<file path="config.mk">
export PLATFORM = sky130hd
export DESIGN_NAME = mac_request_arbiter
export DESIGN_NICKNAME = d
export VERILOG_FILES = /design/src/rtl/mac_request_arbiter.sv
export SDC_FILE = /design/constraint.sdc
export NUM_CORES = 1
export LEC_CHECK = 0
export ABC_AREA = 1
export BUFFER_PORTS_ARGS = -buffer_cell sky130_fd_sc_hd__buf_2
export CAP_MARGIN = 25
export CORE_AREA = 2 2 136 138
export DETAILED_ROUTE_END_ITERATION = 6
export DIE_AREA = 0 0 138 140
export HOLD_SLACK_MARGIN = 0.15
export PLACE_DENSITY = 0.67
export SLEW_MARGIN = 25
export SYNTH_ARGS = -nofsm -noshare
export SYNTH_HDL_FRONTEND = slang
export SYNTH_SLANG_ARGS = --single-unit
</file>
<file path="constraint.sdc">
create_clock -name clk -period 2.4 [get_ports clk]
set_clock_uncertainty 0.1 [all_clocks]
set_input_delay 0.12 -clock clk [delete_from_list [all_inputs] [get_ports clk]]
set_output_delay 0.12 -clock clk [all_outputs]
set_load 0.01 [all_outputs]
</file>
<file path="src/rtl/mac_request_arbiter.sv">
// Round-robin arbiter sharing one MAC request/result port among NUM_REQ engines.
// Optional WAIT watchdog enabled by defining MAC_ARB_TIMEOUT_EN.
module mac_request_arbiter #(
    parameter int WIDTH          = 16,
    parameter int NUM_REQ        = 4,
    parameter int ID_W           = 5,
    parameter int TIMEOUT_CYCLES = 64
) (
    input  logic                                       clk,
    input  logic                                       rst_n,
    input  logic [NUM_REQ-1:0]                         req_valid,
    output logic [NUM_REQ-1:0]                         req_ready,
    input  logic [NUM_REQ*WIDTH-1:0]                   req_a,
    input  logic [NUM_REQ*WIDTH-1:0]                   req_b,
    input  logic [NUM_REQ*WIDTH-1:0]                   req_c,
    input  logic [NUM_REQ*2-1:0]                       req_mode,
    output logic [NUM_REQ-1:0]                         resp_valid,
    output logic [2*WIDTH-1:0]                         resp_data,
    output logic [WIDTH-1:0]                           mac_a,
    output logic [WIDTH-1:0]                           mac_b,
    output logic [WIDTH-1:0]                           mac_c,
    output logic [1:0]                                 mac_mode,
    output logic [ID_W-1:0]                            mac_id,
    output logic                                       mac_req,
    input  logic                                       mac_ready,
    input  logic [2*WIDTH-1:0]                         mac_result,
    input  logic                                       mac_valid,
    input  logic [ID_W-1:0]                            result_id,
    output logic                                       busy,
    output logic [((NUM_REQ > 1) ? $clog2(NUM_REQ) : 1)-1:0] grant_idx,
    output logic                                       err_id_mismatch,
    output logic                                       err_timeout
);

    localparam int PTR_W = (NUM_REQ > 1) ? $clog2(NUM_REQ) : 1;

    // Reject configurations the id tagging or watchdog cannot represent.
    if (NUM_REQ < 2 || NUM_REQ > 16 || ID_W < PTR_W || TIMEOUT_CYCLES < 1) begin : g_param_check
        $error("mac_request_arbiter: illegal parameter combination");
    end

    typedef enum logic [1:0] {
        ST_IDLE  = 2'd0,
        ST_ISSUE = 2'd1,
        ST_WAIT  = 2'd2
    } state_t;

    state_t             state;
    state_t             state_next;
    logic [PTR_W-1:0]   rr_ptr;
    logic [PTR_W-1:0]   winner;
    logic [PTR_W-1:0]   scan_idx;
    logic               win_found;
    logic               accept;
    logic               issue_done;
    logic               id_match;
    logic               wait_done;
    logic               timeout_fire;
    logic               err_set;

    // Handshake rules: a requester transfer happens on the edge where
    // req_valid[i] && req_ready[i]; the manager transfer on mac_req && mac_ready;
    // a result is consumed on mac_valid && result_id == mac_id while in WAIT.

    // Rotating priority scan starting at rr_ptr.
    always_comb begin
        winner    = '0;
        win_found = 1'b0;
        scan_idx  = '0;
        for (int k = 0; k < NUM_REQ; k++) begin
            scan_idx = PTR_W'((int'(rr_ptr) + k) % NUM_REQ);
            if (!win_found && req_valid[scan_idx]) begin
                win_found = 1'b1;
                winner    = scan_idx;
            end
        end
    end

    assign accept     = (state == ST_IDLE) && win_found;
    assign issue_done = (state == ST_ISSUE) && mac_req && mac_ready;
    assign id_match   = mac_valid && (result_id == mac_id);
    assign wait_done  = (state == ST_WAIT) && id_match;
    // Any result that is not the expected tag in WAIT is a protocol error.
    assign err_set    = mac_valid && !wait_done;
    assign busy       = (state != ST_IDLE);

    // rst_n gating keeps req_ready low while reset is held.
    always_comb begin
        req_ready = '0;
        if (rst_n && accept) begin
            req_ready[winner] = 1'b1;
        end
    end

    always_ff @(posedge clk or negedge rst_n) begin
        if (!rst_n) begin
            state <= ST_IDLE;
        end else begin
            state <= state_next;
        end
    end

    always_comb begin
        state_next = state;
        case (state)
            ST_IDLE: begin
                if (accept) begin
                    state_next = ST_ISSUE;
                end
            end
            ST_ISSUE: begin
                if (issue_done) begin
                    state_next = ST_WAIT;
                end
            end
            ST_WAIT: begin
                if (wait_done || timeout_fire) begin
                    state_next = ST_IDLE;
                end
            end
            default: state_next = ST_IDLE;
        endcase
    end

    always_ff @(posedge clk or negedge rst_n) begin
        if (!rst_n) begin
            rr_ptr          <= '0;
            mac_a           <= '0;
            mac_b           <= '0;
            mac_c           <= '0;
            mac_mode        <= '0;
            mac_id          <= '0;
            mac_req         <= 1'b0;
            grant_idx       <= '0;
            resp_valid      <= '0;
            resp_data       <= '0;
            err_id_mismatch <= 1'b0;
        end else begin
            resp_valid <= '0;
            if (accept) begin
                mac_a     <= req_a[winner*WIDTH +: WIDTH];
                mac_b     <= req_b[winner*WIDTH +: WIDTH];
                mac_c     <= req_c[winner*WIDTH +: WIDTH];
                mac_mode  <= req_mode[winner*2 +: 2];
                mac_id    <= ID_W'(winner);
                grant_idx <= winner;
                rr_ptr    <= (int'(winner) == NUM_REQ - 1) ? '0 : winner + 1'b1;
                mac_req   <= 1'b1;
            end
            if (issue_done) begin
                mac_req <= 1'b0;
            end
            if (wait_done) begin
                resp_data             <= mac_result;
                resp_valid[grant_idx] <= 1'b1;
            end else if (timeout_fire) begin
                resp_data             <= '0;
                resp_valid[grant_idx] <= 1'b1;
            end
            if (err_set) begin
                err_id_mismatch <= 1'b1;
            end
        end
    end

`ifdef MAC_ARB_TIMEOUT_EN
    localparam int CNT_W = ($clog2(TIMEOUT_CYCLES + 1) > 8) ? $clog2(TIMEOUT_CYCLES + 1) : 8;

    logic [CNT_W-1:0] wait_cnt;

    // A matching result on the deadline cycle wins over the timeout.
    assign timeout_fire = (state == ST_WAIT) && !id_match
                          && (wait_cnt == CNT_W'(TIMEOUT_CYCLES));

    always_ff @(posedge clk or negedge rst_n) begin
        if (!rst_n) begin
            wait_cnt    <= '0;
            err_timeout <= 1'b0;
        end else begin
            if (issue_done) begin
                wait_cnt <= '0;
            end else if (state == ST_WAIT) begin
                wait_cnt <= wait_cnt + 1'b1;
            end
            if (timeout_fire) begin
                err_timeout <= 1'b1;
            end
        end
    end
`else
    assign timeout_fire = 1'b0;
    assign err_timeout  = 1'b0;
`endif

endmodule
</file>
### After elaboration in Yosys (flattened, before gate mapping)

Index checks and enable logic that the tools add are counted.

| storage, ports and cells | value |
|---|---|
| flip-flop bits (word level) | 94 |
| memory bits (writable) | 0 |
| input port bits | 245 |
| logic and storage cells | 83 |
| memories | 0 |
| bits in latches | 0 |
| ROM bits | 0 |
| output and inout port bits | 101 |

| operators by class | value |
|---|---|
| add/subtract/negate cells | 4 |
| shift operators | 4 |
| divide/modulo/power cells | 0 |
| mux-type cells | 29 |
| bitwise logic cells | 0 |
| multiply operators | 0 |
| reductions and logical operators | 20 |
| equal/unequal tests | 7 |
| magnitude comparators | 8 |

Operators with widths:

| operator | number |
|---|---|
| 64-bit by 7-bit variable part select with 16-bit output | 3 |
| 2-bit by 3-bit < comparator with 1-bit output (second input constant) | 6 |
| 2-bit 2-to-1 mux | 8 |
| 1-bit logical AND | 12 |
| 1-bit 2-to-1 mux | 12 |
| 1-bit binary-select mux with 2-bit select | 4 |
| 4-bit 2-to-1 mux | 2 |
| 8-bit by 4-bit variable part select with 2-bit output | 1 |
| 2-bit inequality test (second input constant) | 3 |
| 2-bit case mux with 3 select lines | 1 |
| 5-bit by 2-bit equality test with 1-bit output | 1 |
| 2-bit by 1-bit adder with 2-bit output (second input constant) | 2 |
| 2-bit adder (second input constant) | 2 |
| 1-bit demux with 2-bit select | 2 |
| 2-bit by 1-bit equality test with 1-bit output (second input constant) | 2 |
| 2-bit by 1-bit >= comparator with 1-bit output (second input constant) | 2 |
| 1-bit logical NOT | 4 |
| 2-bit nonzero test | 2 |
| 3-bit AND reduction | 1 |
| 2-bit equality test (second input constant) | 1 |
| 2-bit logical NOT | 1 |

### Logic depth before layout (Yosys ltp)

Gate-level depths: netlist of run 1.

| logic depth | value |
|---|---|
| depth after elaboration | 17 |
| depth in mapped cells | 15 |
| gate-level depth less buffers | 13 |

### Least setup slack after synthesis of run 1

OpenSTA, ideal clock, no wires.

| path | value |
|---|---|
| kind | register to register |
| from | register rr_ptr[0] |
| to | register rr_ptr[1] |
| stages on the path, launching flop included | 14 |
| arrival time | 1.791 ns |
| required time | 2.217 ns |
| slack | 0.427 ns |
| setup time | 0.083 ns |
| clock period less this slack | 1.973 ns |
| buffers on the path | 3 |
| path through | dfrtp_1 buf_4 nand2_1 nand2_1 nand2_1 nand2_1 nor2_4 nand3_1 nand2_1 nand2_2 buf_6 buf_6 ha_1 o21ai_0 |

| on the way | value |
|---|---|
| word-level cells in the longest chain between the ends | 14 |
| elaborated cells between the ends (all ways) | 29 |
| classes of those cells | add/sub (4); eq/ne (1); mux (17); reduce/logical (7) |

Ends and longest elaborated chain:

| element | line | RTL |
|---|---|---|
| start: declaration | 50 | `logic [PTR_W-1:0] rr_ptr;` |
| start signal: assignment | 147 | `rr_ptr <= (int'(winner) == NUM_REQ - 1) ? '0 : winner + 1'b1;` |
| branches (longest 14 deep; another with 2-bit by 1-bit adder with 2-bit output) | n/a |  |

Parallel ways; which one is timed is not known. The select of a mux whose other input is x is not followed.
A chain may end at the register's enable or synchronous reset.

### Final worst setup path of run 1

| path | value |
|---|---|
| from | register rr_ptr[0] |
| to | output req_ready[1] |

| on the way | value |
|---|---|
| word-level cells in the longest chain between the ends | 17 |
| elaborated cells between the ends (all ways) | 33 |
| classes of those cells | add/sub (3); order compare (2); mux (19); reduce/logical (9) |

Ends and longest elaborated chain:

| element | line | RTL |
|---|---|---|
| branches (longest 16 deep; another with 2-bit by 3-bit < comparator with 1-bit output) | n/a |  |
| 4-bit 2-to-1 mux (*) | 90 | `if (rst_n && accept) begin` |
| end: declaration | 12 | `output logic [NUM_REQ-1:0] req_ready,` |

Every way passes the cells marked *. The select of a mux whose other input is x is not followed.

==> flow_summary.yaml, run 1 <==
cells_and_area:
  fill_cells: 1390
  layout_commonest_cell: "buf_2"
  layout_common_cells: "340 x buf_2, 240 x dlygate4sd3_1, 228 x nand2_1"
  stdcell_area_mm2: 0.0108
  final_nets: 1607
  syn_to_final_growth_pct: 82.8
  drive_gt1_frac: 0.341
die:
  die_x_um: 138
  initial_core_util: 0.332
  core-area_mm2: 0.0178
  pin_count: 346
  rows: 49
  die_height_um: 140
  die_area_mm2: 0.0193
clocking:
  cts_tree: "done"
  clockRootBuffer: "clkbuf_16"
  htreeDepth: 3
  ctsLongestPathBuffers: 2
  cts_made_buffers: 9
  clk_latency_ps: 340
  clk_pin_slew_ps: 70
  numClockSinks: 94
timing:
  worst_slew_pin_slew_ps: 560
  hold_viol_final: 0
  fin_crit_sh: 1.00
  relSlewSlack: 0.627
  setup_violations: 1
  report.final.slew_viol_count: 0
  final.setup.tns_ps: -7.62
  min_period_ps: 2410
  fin_ws_ps: -7.62
  rsz0062_at_grt: "true"
  max_freq_mhz: 415
logic_synthesis:
  syn_area_per_cell_um2: 7.43
  ys_ff_latch: 94
  ys_seq_area_frac: 0.399
  syn_inst: 794
  syn_area_mm2: 0.00590
  synthTopCellsByArea: "dfrtp_1 40%, nand3_1 17%, nand2_1 15%"
  yosys.area.top_type_share: 0.399
  yosysUniqueCellTypes: 27
  yosysWarnings: 0
  yosysTopAreaCell: "dfrtp_1"
critical_path:
  cp_top_family: "simple AND/OR/NAND/NOR gates"
  cpPeakStageDelay_ps: 470
  path_cells: "inv_4 > nand2_1 > nand2_2 > nand2_1 > o21ai_2 > nand3b_1 > nand2_4 > inv_4 > nand2_1 > nor3_1 > buf_2"
  crit_fanout: 8
  worstSetupPathType: "register to primary output"
  cp.required_ps: 2180
  crit_start: "rr_ptr[0]$_DFFE_PN0P_"
  path_buf_inv: 3
  r2r_end: "mac_b[4]$_DFFE_PN0P_"
  cp-start-kind: "register"
  r2r-start: "rr_ptr[0]$_DFFE_PN0P_"
  cpMaxStageDelayCell: "dfrtp_2"
  rr_worst_depth: 15
  end_kind: "primary output"
  worstPathArrival_ps: 2190
  crit_cells: 11
  r2r_slack_ps: 70
  crit_path_frequent_cell: "nand2_1"
drt:
  firstDrtPassIters: 5
  wl_um: 27200
  drc: 0
  routed.top_layer: "met4"
  postRouteAntennaNets: 0
  drt_iter0_drc: 536
  wl_met1_um: 10000
  via_per_inst: 5.17
  vias: 8241
  wl_met2_um: 13200
  met3WireLength_um: 2190
  routedWlPerCell_um: 17.1
status:
  violations: "setup timing"
  status: "finished with violations"
job:
  maxCapViolations: 0
placement:
  placed_area_mm2: 0.00784
  dp_hpwl_um: 15000
  dp_slack_ps: 115
  port_buffers: 341
  place.gp.congestion: 0.855
min_path:
  min_path_type: "input pin to async pin"
power_and_ir_drop:
  p_int_mw: 2.83
  combPwrFrac: 0.239
  swShare: 0.276
  power_mw: 3.91
  switchingPower_mw: 1.08
  p_leak_nw: 5.98
  p_seq_frac: 0.404
  ir_drop_v: 0.000317
  power.density_mw_per_mm2: 363
  clkPwrFrac: 0.357
global_routing:
  antenna_found_initial: 0
  grt_overflow: 0
  grt_pass1_vias: 8342
  track_usage: 0.265
  grt_max_degree: 95
  grt_pass1_wl_um: 41500
synthesized netlist by cell type:
cell	instances
nand2_1	242
nand3_1	206
dfrtp_1	94
inv_1	62
nand3b_1	51
mux2_2	32
buf_2	29
buf_4	20
clkbuf_1	10
nor2_1	10
nor3_1	7
buf_6	5
inv_2	4
nand2_2	4
o21ai_0	3
nor2_4	2
o21ai_1	2
xor2_1	2
a21o_1	1
a21oi_1	1
conb_1	1
ha_1	1
nand3_2	1
nor2_2	1
nor4_1	1
o21a_1	1
o21bai_1	1
registers in the layout (all words and copies together) (netlist names):
register,cells
mac_b,16
mac_id,2
resp_valid,4
err_id_mismatch,1
mac_c,16
mac_req,1
mac_mode,2
mac_a,16
state,2
resp_data,32
rr_ptr,2
tightest hold or removal path: stages:
cell and delay [ps]:
dlygate4sd3_1 540, buf_4 130, buf_12 380
logic make-up (layout without fill, tap and decap cells):
group	count (synthesis)	after routing	share of synthesized area
adders and majority gates	1	1	0.00212
buffers and inverters	130	698	0.108
xor gates and xnor gates	2	2	0.00297
and+or+nand+nor	525	525	0.418
muxes	32	32	0.0611
AOI/OAI and AO/OA	9	9	0.00891
DFF	94	94	0.399
other	1	5	0.000636
metal layers:
layer  vias to the layer above  GRT usage
met5                         -          0
met4                         0      0.185
met2                       582      0.454
met1                      3770      0.297
li1                       3717          -
met3                       172     0.0550
cell type report:
type / instances / area (µm²) / area share
inverters: 66 / 255 / 0.0237
multi-input cells: 573 / 3060 / 0.284
repair buffers: 617 / 4550 / 0.422
flip-flops and latches: 94 / 2350 / 0.218
diodes: 1 / 2.50 / 0.000232
well taps: 229 / 287 / 0.0266
clock inverters: 6 / 55.1 / 0.00510
clock buffers: 9 / 225 / 0.0209
what timing repair did:
action / CTS / global route
cloned: 0 / 1
setup buffers: 2 / 12
hold buffers: 240 / 0
endpoints found under the hold margin: 184 / 0
pin swaps: 1 / 15
setup endpoints to repair: 4 / 23
resized for setup: 10 / 30
stage by stage:
| stage | utilization | hold slack, ps | std cells |
|---|---|---|---|
| floorplan | - | -276 | 797 |
| global placement | 0.441 | 141 | 1324 |
| detailed placement | 0.441 | 140 | 1324 |
| CTS | 0.594 | 293 | 1581 |
| global route | 0.606 | 345 | 1594 |
| finish | 0.607 | 280 | 1595 |
power groups by stage:
| stage | logic [mW] | clock network (mW) | registers, mW |
|---|---|---|---|
| 6_report | 0.934 | 1.40 | 1.58 |
| 5_1_grt | 1.00 | 1.50 | 1.58 |
| 4_1_cts | 0.858 | 1.44 | 1.58 |
| 3_5_place_dp | 0.553 | 0 | 1.61 |
| 3_3_place_gp | 0.549 | 0 | 1.61 |
| 2_1_floorplan | 0.264 | 0 | 1.61 |
how the worst max path moves through the flow:
stage | endpoint | slack [ps]
floorplan | rr_ptr[1]$_DFFE_PN0P_ | 430
global placement | mac_b[4]$_DFFE_PN0P_ | 160
detailed placement | mac_b[4]$_DFFE_PN0P_ | 120
CTS | req_ready[2] | -40
global route | req_ready[1] | -80
finish | req_ready[1] | -8
Power figures use the tool's default switching activity.
==> run 2, diff against run 1 <==
==> config.mk (replaced) <==
export PLATFORM = sky130hd
export DESIGN_NAME = mac_request_arbiter
export DESIGN_NICKNAME = d
export VERILOG_FILES = /design/src/rtl/mac_request_arbiter.sv
export SDC_FILE = /design/constraint.sdc
export NUM_CORES = 1
export LEC_CHECK = 0
export ABC_AREA = 0
export BUFFER_PORTS_ARGS = -buffer_cell sky130_fd_sc_hd__buf_2
export CAP_MARGIN = 25
export CORE_AREA = 2 2 135 137
export DETAILED_ROUTE_END_ITERATION = 6
export DIE_AREA = 0 0 137 139
export PLACE_DENSITY = 0.63
export SLEW_MARGIN = 25
export SYNTH_ARGS = -nofsm -noshare
export SYNTH_HDL_FRONTEND = slang
export SYNTH_SLANG_ARGS = --single-unit
==> flow_summary.yaml, run 2 <==
logic_synthesis:
  yosysTopAreaCell: "dfrtp_1"
  synth.most_common_cell: "nand2_1"
  yosys.area.top_type_share: 0.454
  syn_inst: 503
  syn_area_per_cell_um2: 10.3
  syn_area_mm2: 0.00518
  ys_seq_area_frac: 0.454
  yosysWarnings: 0
  synth_async_sr_flop_share: 1.00
  synth_edf_count: 0
  yosysUniqueCellTypes: 33
  netlist_top_cells_count: "105 x nand2_1, 94 x dfrtp_1, 57 x nor2_1, 51 x o22ai_1, 50 x mux2i_1"
  ys_ff_latch: 94
  synthTopCellsByArea: "dfrtp_1 45%, a221oi_2 14%, mux2i_1 9.7%"
  synthFlopType: "dfrtp_1"
clocking:
  htreeDepth: 3
  clockRootBuffer: "clkbuf_16"
  postCtsHoldBufs: 213
  cts_resized: 3
  ctsLongestPathBuffers: 2
  cts_made_buffers: 9
  numClockSinks: 94
  post_cts_buffers: 1
die:
  initial_core_util: 0.293
  die_height_um: 139
  pin_count: 346
  die_x_um: 137
  rows: 49
status:
  failed_stage: "clock tree synthesis"
  status: "stopped before the end"
  stop_error: "[ERROR RSZ-0060] Max buffer count reached."
placement:
  dp_hpwl_um: 12900
  place.gp.congestion: 0.827
  port_buffers: 341
run 2: changes by cell type after synthesis, sizes merged, moves of 6 or more:
cell	delta
a221oi	+50
and3	+6
buf	-18
inv	-62
mux2	-32
mux2i	+50
nand2	-141
nand3	-206
nand3b	-51
nor2	+44
o22ai	+51
run 2: cells by family after synthesis:
kind of cell | Yosys count | share of synthesized area
other cells | 1 | 0.000724
buf+inv | 54 | 0.0737
flops | 94 | 0.454
fa+ha+maj | 1 | 0.00241
simple gates | 190 | 0.153
compound gates | 111 | 0.216
mux | 50 | 0.0966
xor+xnor | 2 | 0.00338
run 2: per-stage QoR:
| stage | hold WS, ps | area [µm²] | util | setup WS, ps | std cells |
|---|---|---|---|---|---|
| detailed placement | -76.7 | 7050 | 0.399 | 179 | 1043 |
| global placement | -77.8 | 7050 | 0.399 | 223 | 1043 |
| floorplan | -276 | 5190 | - | 333 | 506 |
==> run 3, diff against run 2 <==
--- a/config.mk
+++ b/config.mk
@@ -11,7 +11,7 @@
 export CORE_AREA = 2 2 135 137
 export DETAILED_ROUTE_END_ITERATION = 6
 export DIE_AREA = 0 0 137 139
-export PLACE_DENSITY = 0.63
+export PLACE_DENSITY_LB_ADDON = 0.15
 export SLEW_MARGIN = 25
 export SYNTH_ARGS = -nofsm -noshare
 export SYNTH_HDL_FRONTEND = slang
==> flow_summary.yaml, run 3 <==
status:
  status: "finished with violations"
  violations: "hold timing"
logic_synthesis:
  syn_area_mm2: 0.00518
  syn_area_per_cell_um2: 10.3
  synth_edf_count: 0
  synthFlopType: "dfrtp_1"
  synthTopCellsByArea: "dfrtp_1 45%, a221oi_2 14%, mux2i_1 9.7%"
  yosys.area.top_type_share: 0.454
  yosysWarnings: 0
  synth_async_sr_flop_share: 1.00
  ys_seq_area_frac: 0.454
  syn_inst: 503
  yosysTopAreaCell: "dfrtp_1"
  netlist_top_cells_count: "105 x nand2_1, 94 x dfrtp_1, 57 x nor2_1, 51 x o22ai_1, 50 x mux2i_1"
  synth.most_common_cell: "nand2_1"
  yosysUniqueCellTypes: 33
  ys_ff_latch: 94
global_routing:
  antenna_found_initial: 4
  grt_pass1_vias: 6733
  grt_max_degree: 56
  track_usage: 0.230
  grt_pass1_wl_um: 34000
  grt_overflow: 0
critical_path:
  cpPeakStageDelay_ps: 580
  worstSetupPathType: "register to primary output"
  crit_cells: 6
  cp-start-kind: "register"
  path_cells: "nand2b_1 > nor2_1 > or4_4 > buf_12 > and3_1 > buf_2"
  r2r-start: "rr_ptr[1]$_DFFE_PN0P_"
  cpMaxStageDelayCell: "or4_4"
  r2r_slack_ps: 230
  path_buf_inv: 2
  r2r_end: "mac_c[7]$_DFFE_PN0P_"
  end_kind: "primary output"
  worstPathArrival_ps: 2070
  rr_worst_depth: 7
  cp_top_family: "simple AND/OR/NAND/NOR gates"
  crit_fanout: 16
  cp.required_ps: 2180
job:
  maxCapViolations: 0
drt:
  routedWlPerCell_um: 18.2
  wl_um: 23100
  postRouteAntennaNets: 0
  via_per_inst: 4.94
  drc: 0
  vias: 6270
  firstDrtPassIters: 4
  drt_iter0_drc: 251
cells_and_area:
  layout_commonest_cell: "buf_2"
  final_nets: 1276
  syn_to_final_growth_pct: 82.0
  post-route-util: 0.534
  largest-register: "resp_data"
  layout_common_cells: "340 x buf_2, 202 x dlygate4sd3_1, 104 x nand2_1"
  stdcell_count: 1268
  drive_gt1_frac: 0.421
  largest_reg_flops: 32
die:
  die_height_um: 139
  die_x_um: 137
  pin_count: 346
  initial_core_util: 0.293
  core-area_mm2: 0.0177
  rows: 49
  die_area_mm2: 0.0190
placement:
  place.gp.congestion: 0.773
  dp_cells: 1040
  port_buffers: 341
  dp_hpwl_um: 13800
  dp_slack_ps: 141
timing:
  report.final.slew_viol_count: 0
  worst_slew_pin_slew_ps: 1010
  max_freq_mhz: 437
  relSlewSlack: 0.324
  fin_crit_sh: 0.954
  setup_violations: 0
  hold-worst-slack_ps: -5.53
  hold_viol_final: 1
  min_period_ps: 2290
  fin_ws_ps: 109
clocking:
  clk_pin_slew_ps: 70
  clk_latency_ps: 340
  clockRootBuffer: "clkbuf_16"
  ctsLongestPathBuffers: 2
  cts_tree: "done"
  cts_made_buffers: 9
  numClockSinks: 94
  htreeDepth: 3
power_and_ir_drop:
  p_leak_nw: 4.80
  power.density_mw_per_mm2: 907
  ir_drop_v: 0.000420
min_path:
  min_path_type: "input pin to register"
  hold_start: "req_c[46]"
  hold_path_end: "mac_c[14]$_DFFE_PN0P_"
  whs_path_depth: 3
[run 3: layer usage]
metal | wire, µm | vias to the layer above | track usage
li1 | - | 2876 | -
met1 | 8710 | 2932 | 0.242
met2 | 11500 | 365 | 0.403
met3 | 1660 | 97 | 0.0570
met4 | 1220 | 0 | 0.150
met5 | 0 | - | 0
[run 3: worst max-delay path by stage]
stage / from / to / slack (ps)
floorplan: rr_ptr[1]$_DFFE_PN0P_ / rr_ptr[1]$_DFFE_PN0P_ / 330
global placement: rr_ptr[1]$_DFFE_PN0P_ / mac_b[13]$_DFFE_PN0P_ / 150
detailed placement: rr_ptr[1]$_DFFE_PN0P_ / mac_mode[0]$_DFFE_PN0P_ / 140
CTS: rr_ptr[1]$_DFFE_PN0P_ / req_ready[3] / 2
global route: rr_ptr[1]$_DFFE_PN0P_ / req_ready[2] / -4
finish: rr_ptr[0]$_DFFE_PN0P_ / req_ready[0] / 110
[run 3: per-stage QoR]
step | power (mW) | hold WS [ps] | setup TNS [ps] | area (µm²)
4_1_cts | 8.50 | 0.309 | 0 | 9380
3_3_place_gp | 6.54 | -5.15 | 0 | 7000
6_report | 8.55 | -5.53 | 0 | 9430
2_1_floorplan | 5.15 | -276 | 0 | 5190
3_5_place_dp | 6.63 | -3.19 | 0 | 7000
5_1_grt | 9.09 | 3.14 | -5.53 | 9430
[run 3: power breakdown]
group	internal, mW	leakage (nW)	switching (mW)
logic	2.04	3.49	2.47
registers	2.17	1.15	0.388
clock network	0.823	0.152	0.671
[run 3: layout make-up]
cell class / count / area [µm²]
Multi-Input combinational cell: 360 / 2510
Timing Repair Buffer: 561 / 3940
Antenna cell: 4 / 10.0
Inverter: 4 / 22.5
Sequential cell: 94 / 2350
Clock buffer: 9 / 225
Fill cell: 1546 / 8230
Clock inverter: 7 / 81.3
Tap cell: 229 / 287
[run 3: worst register-to-register path, cell delays in order (launching register included)]
cell,delay [ps]
dfrtp_2,470
nand2b_1,180
and3_1,210
a211oi_4,250
buf_4,160
buf_4,240
mux2i_1,310
o22ai_1,120
[run 3: logic make-up after synthesis]
logic type / Yosys count / synth area share
AND/OR/NAND/NOR: 190 / 0.153
AO/OA/AOI/OAI: 111 / 0.216
flip-flops: 94 / 0.454
buffers and inverters: 54 / 0.0737
multiplexers: 50 / 0.0966
XOR/XNOR: 2 / 0.00338
adder cells (fa/ha/maj): 1 / 0.00241
other: 1 / 0.000724
[run 3: repair_timing]
item,4_1_cts,5_1_grt
gates resized for setup,3,2
pin swaps,1,2
gates cloned,2,2
endpoints found under the hold margin,110,0
hold buffers,202,0
setup endpoints to repair,3,3
setup buffers,0,2
==> run 4, diff against run 3 <==
--- a/config.mk
+++ b/config.mk
@@ -5,12 +5,14 @@
 export SDC_FILE = /design/constraint.sdc
 export NUM_CORES = 1
 export LEC_CHECK = 0
-export ABC_AREA = 0
+export ABC_AREA = 1
 export BUFFER_PORTS_ARGS = -buffer_cell sky130_fd_sc_hd__buf_2
 export CAP_MARGIN = 25
-export CORE_AREA = 2 2 135 137
+export CELL_PAD_IN_SITES_DETAIL_PLACEMENT = 2
+export CELL_PAD_IN_SITES_GLOBAL_PLACEMENT = 2
+export CORE_MARGIN = 2
+export CORE_UTILIZATION = 22
 export DETAILED_ROUTE_END_ITERATION = 6
-export DIE_AREA = 0 0 137 139
 export PLACE_DENSITY_LB_ADDON = 0.15
 export SLEW_MARGIN = 25
 export SYNTH_ARGS = -nofsm -noshare
==> flow_summary.yaml, run 4 (synthesis results as in run 1) <==
status:
  status: "finished with violations"
  violations: "DRC, setup timing"
die:
  die_height_um: 168
  die_area_mm2: 0.0281
  initial_core_util: 0.225
  pin_count: 346
  core-area_mm2: 0.0262
  die_x_um: 168
  rows: 59
drt:
  wl_met2_um: 15700
  routed.top_layer: "met4"
  met3WireLength_um: 1640
  drc: 2
  wl_met1_um: 13100
  drt_iter0_drc: 274
  routedWlPerCell_um: 19.9
  via_per_inst: 4.67
  postRouteAntennaNets: 0
  wl_um: 30900
  firstDrtPassIters: 7
  vias: 7236
cells_and_area:
  stdcell_area_mm2: 0.00965
  stdcell_count: 1551
  layout_common_cells: "340 x buf_2, 220 x nand2_1, 201 x nand3_1"
  largest_reg_flops: 32
  largest-register: "resp_data"
  drive_gt1_frac: 0.404
  final_nets: 1452
  layout_commonest_cell: "buf_2"
  syn_to_final_growth_pct: 63.6
timing:
  max_freq_mhz: 411
  worst_slew_pin_slew_ps: 550
  setup_violations: 1
  fin_ws_ps: -31.2
  hold_viol_final: 0
  relSlewSlack: 0.634
  report.final.slew_viol_count: 0
  fin_crit_sh: 1.01
  min_period_ps: 2430
  rsz0062_at_grt: "true"
global_routing:
  grt_pass1_vias: 7877
  track_usage: 0.201
  antenna_found_initial: 5
  grt_max_degree: 95
  grt_overflow: 0
  grt_pass1_wl_um: 44600
placement:
  place.gp.congestion: 0.770
  dp_hpwl_um: 19500
  placed_area_mm2: 0.00796
  port_buffers: 341
  dp_cells: 1428
critical_path:
  r2r-start: "rr_ptr[0]$_DFFE_PN0P_"
  crit_start: "rr_ptr[0]$_DFFE_PN0P_"
  worstSetupPathType: "register to primary output"
  cp.required_ps: 2180
  worstPathArrival_ps: 2210
  end_kind: "primary output"
  cp-start-kind: "register"
  crit_fanout: 8
clocking:
  clk_latency_ps: 350
  cts_tree: "done"
  cts_made_buffers: 9
  clockRootBuffer: "clkbuf_16"
  htreeDepth: 3
  numClockSinks: 94
  clk_pin_slew_ps: 80
  ctsLongestPathBuffers: 2
job:
  maxCapViolations: 0
min_path:
  hold_start: "req_b[44]"
  min_path_type: "input pin to register"
power_and_ir_drop:
  power.density_mw_per_mm2: 408
  ir_drop_v: 0.000296
  p_leak_nw: 5.43
-- run 4: cell types whose count changed in the layout (fill, tap and decap cells not counted), sizes merged, moves of 24 or more --
cell / before / now
a221oi: 50 / 0
buf: 357 / 381
dlygate4sd3: 202 / 74
inv: 6 / 68
mux2: 0 / 32
mux2i: 50 / 0
nand2: 105 / 246
nand3: 1 / 207
nand3b: 0 / 51
nor2: 57 / 13
o22ai: 51 / 0
-- run 4: metal layers --
layer,vias up,global-route usage
li1,3409,-
met2,237,0.364
met5,-,0
met1,3566,0.244
met3,24,0.0425
met4,0,0.0491
-- run 4: critical path, stage by stage, from the launching register on --
cell and delay [ps]:
dfrtp_2 460, clkinv_4 160, nand2_1 120, nand2_2 70, o21ai_2 200, nand3b_1 220, nand2_4 100, inv_6 80
nand2_2 110, nor3_4 190, buf_2 140
-- run 4: layout make-up --
| type | count | area (µm²) |
|---|---|---|
| Antenna cell | 5 | 12.5 |
| Multi-Input combinational cell | 573 | 3160 |
| Tap cell | 335 | 419 |
| Sequential cell | 94 | 2350 |
| Timing Repair Buffer | 462 | 3130 |
| Fill cell | 3048 | 16600 |
| Clock buffer | 9 | 225 |
| Inverter | 66 | 263 |
| Clock inverter | 7 | 90.1 |
-- run 4: metrics by stage --
step	setup TNS, ps	hold slack (ps)	setup slack [ps]	power, mW	utilization
CTS	0	0.0960	3.49	3.92	0.347
detailed placement	0	161	149	2.20	0.304
global placement	0	160	198	2.20	0.304
floorplan	0	-276	427	1.88	-
global route	-2700	15.2	-144	4.13	0.368
finish	-31.2	7.37	-31.2	3.94	0.368
-- run 4: final timing paths --
path	end	slack (ps)	cells after the start
max	req_ready[3]	-30	10
min	mac_b[12]$_DFFE_PN0P_	7	5
max reg2reg	mac_c[8]$_DFFE_PN0P_	60	15
min reg2reg	err_id_mismatch$_DFFE_PN0P_	360	1
max in group asynchronous	resp_data[9]$_DFFE_PN0P_	1460	3
min in group asynchronous	state[1]$_DFFE_PN0P_	340	3
-- run 4: power breakdown --
group / switching (mW) / internal (mW) / leakage, nW
clock network: 0.736 / 0.838 / 0.156
registers: 0.0000000000000000163 / 1.58 / 1.29
logic: 0.389 / 0.392 / 3.99
-- run 4: repair_timing --
action                     CTS  global route
cloned                       0             8
pin swaps                    5            30
resized for setup           14            58
hold endpoints to repair   154             0
setup buffers                6            14
hold buffers                74             0
setup endpoints to repair    4            46
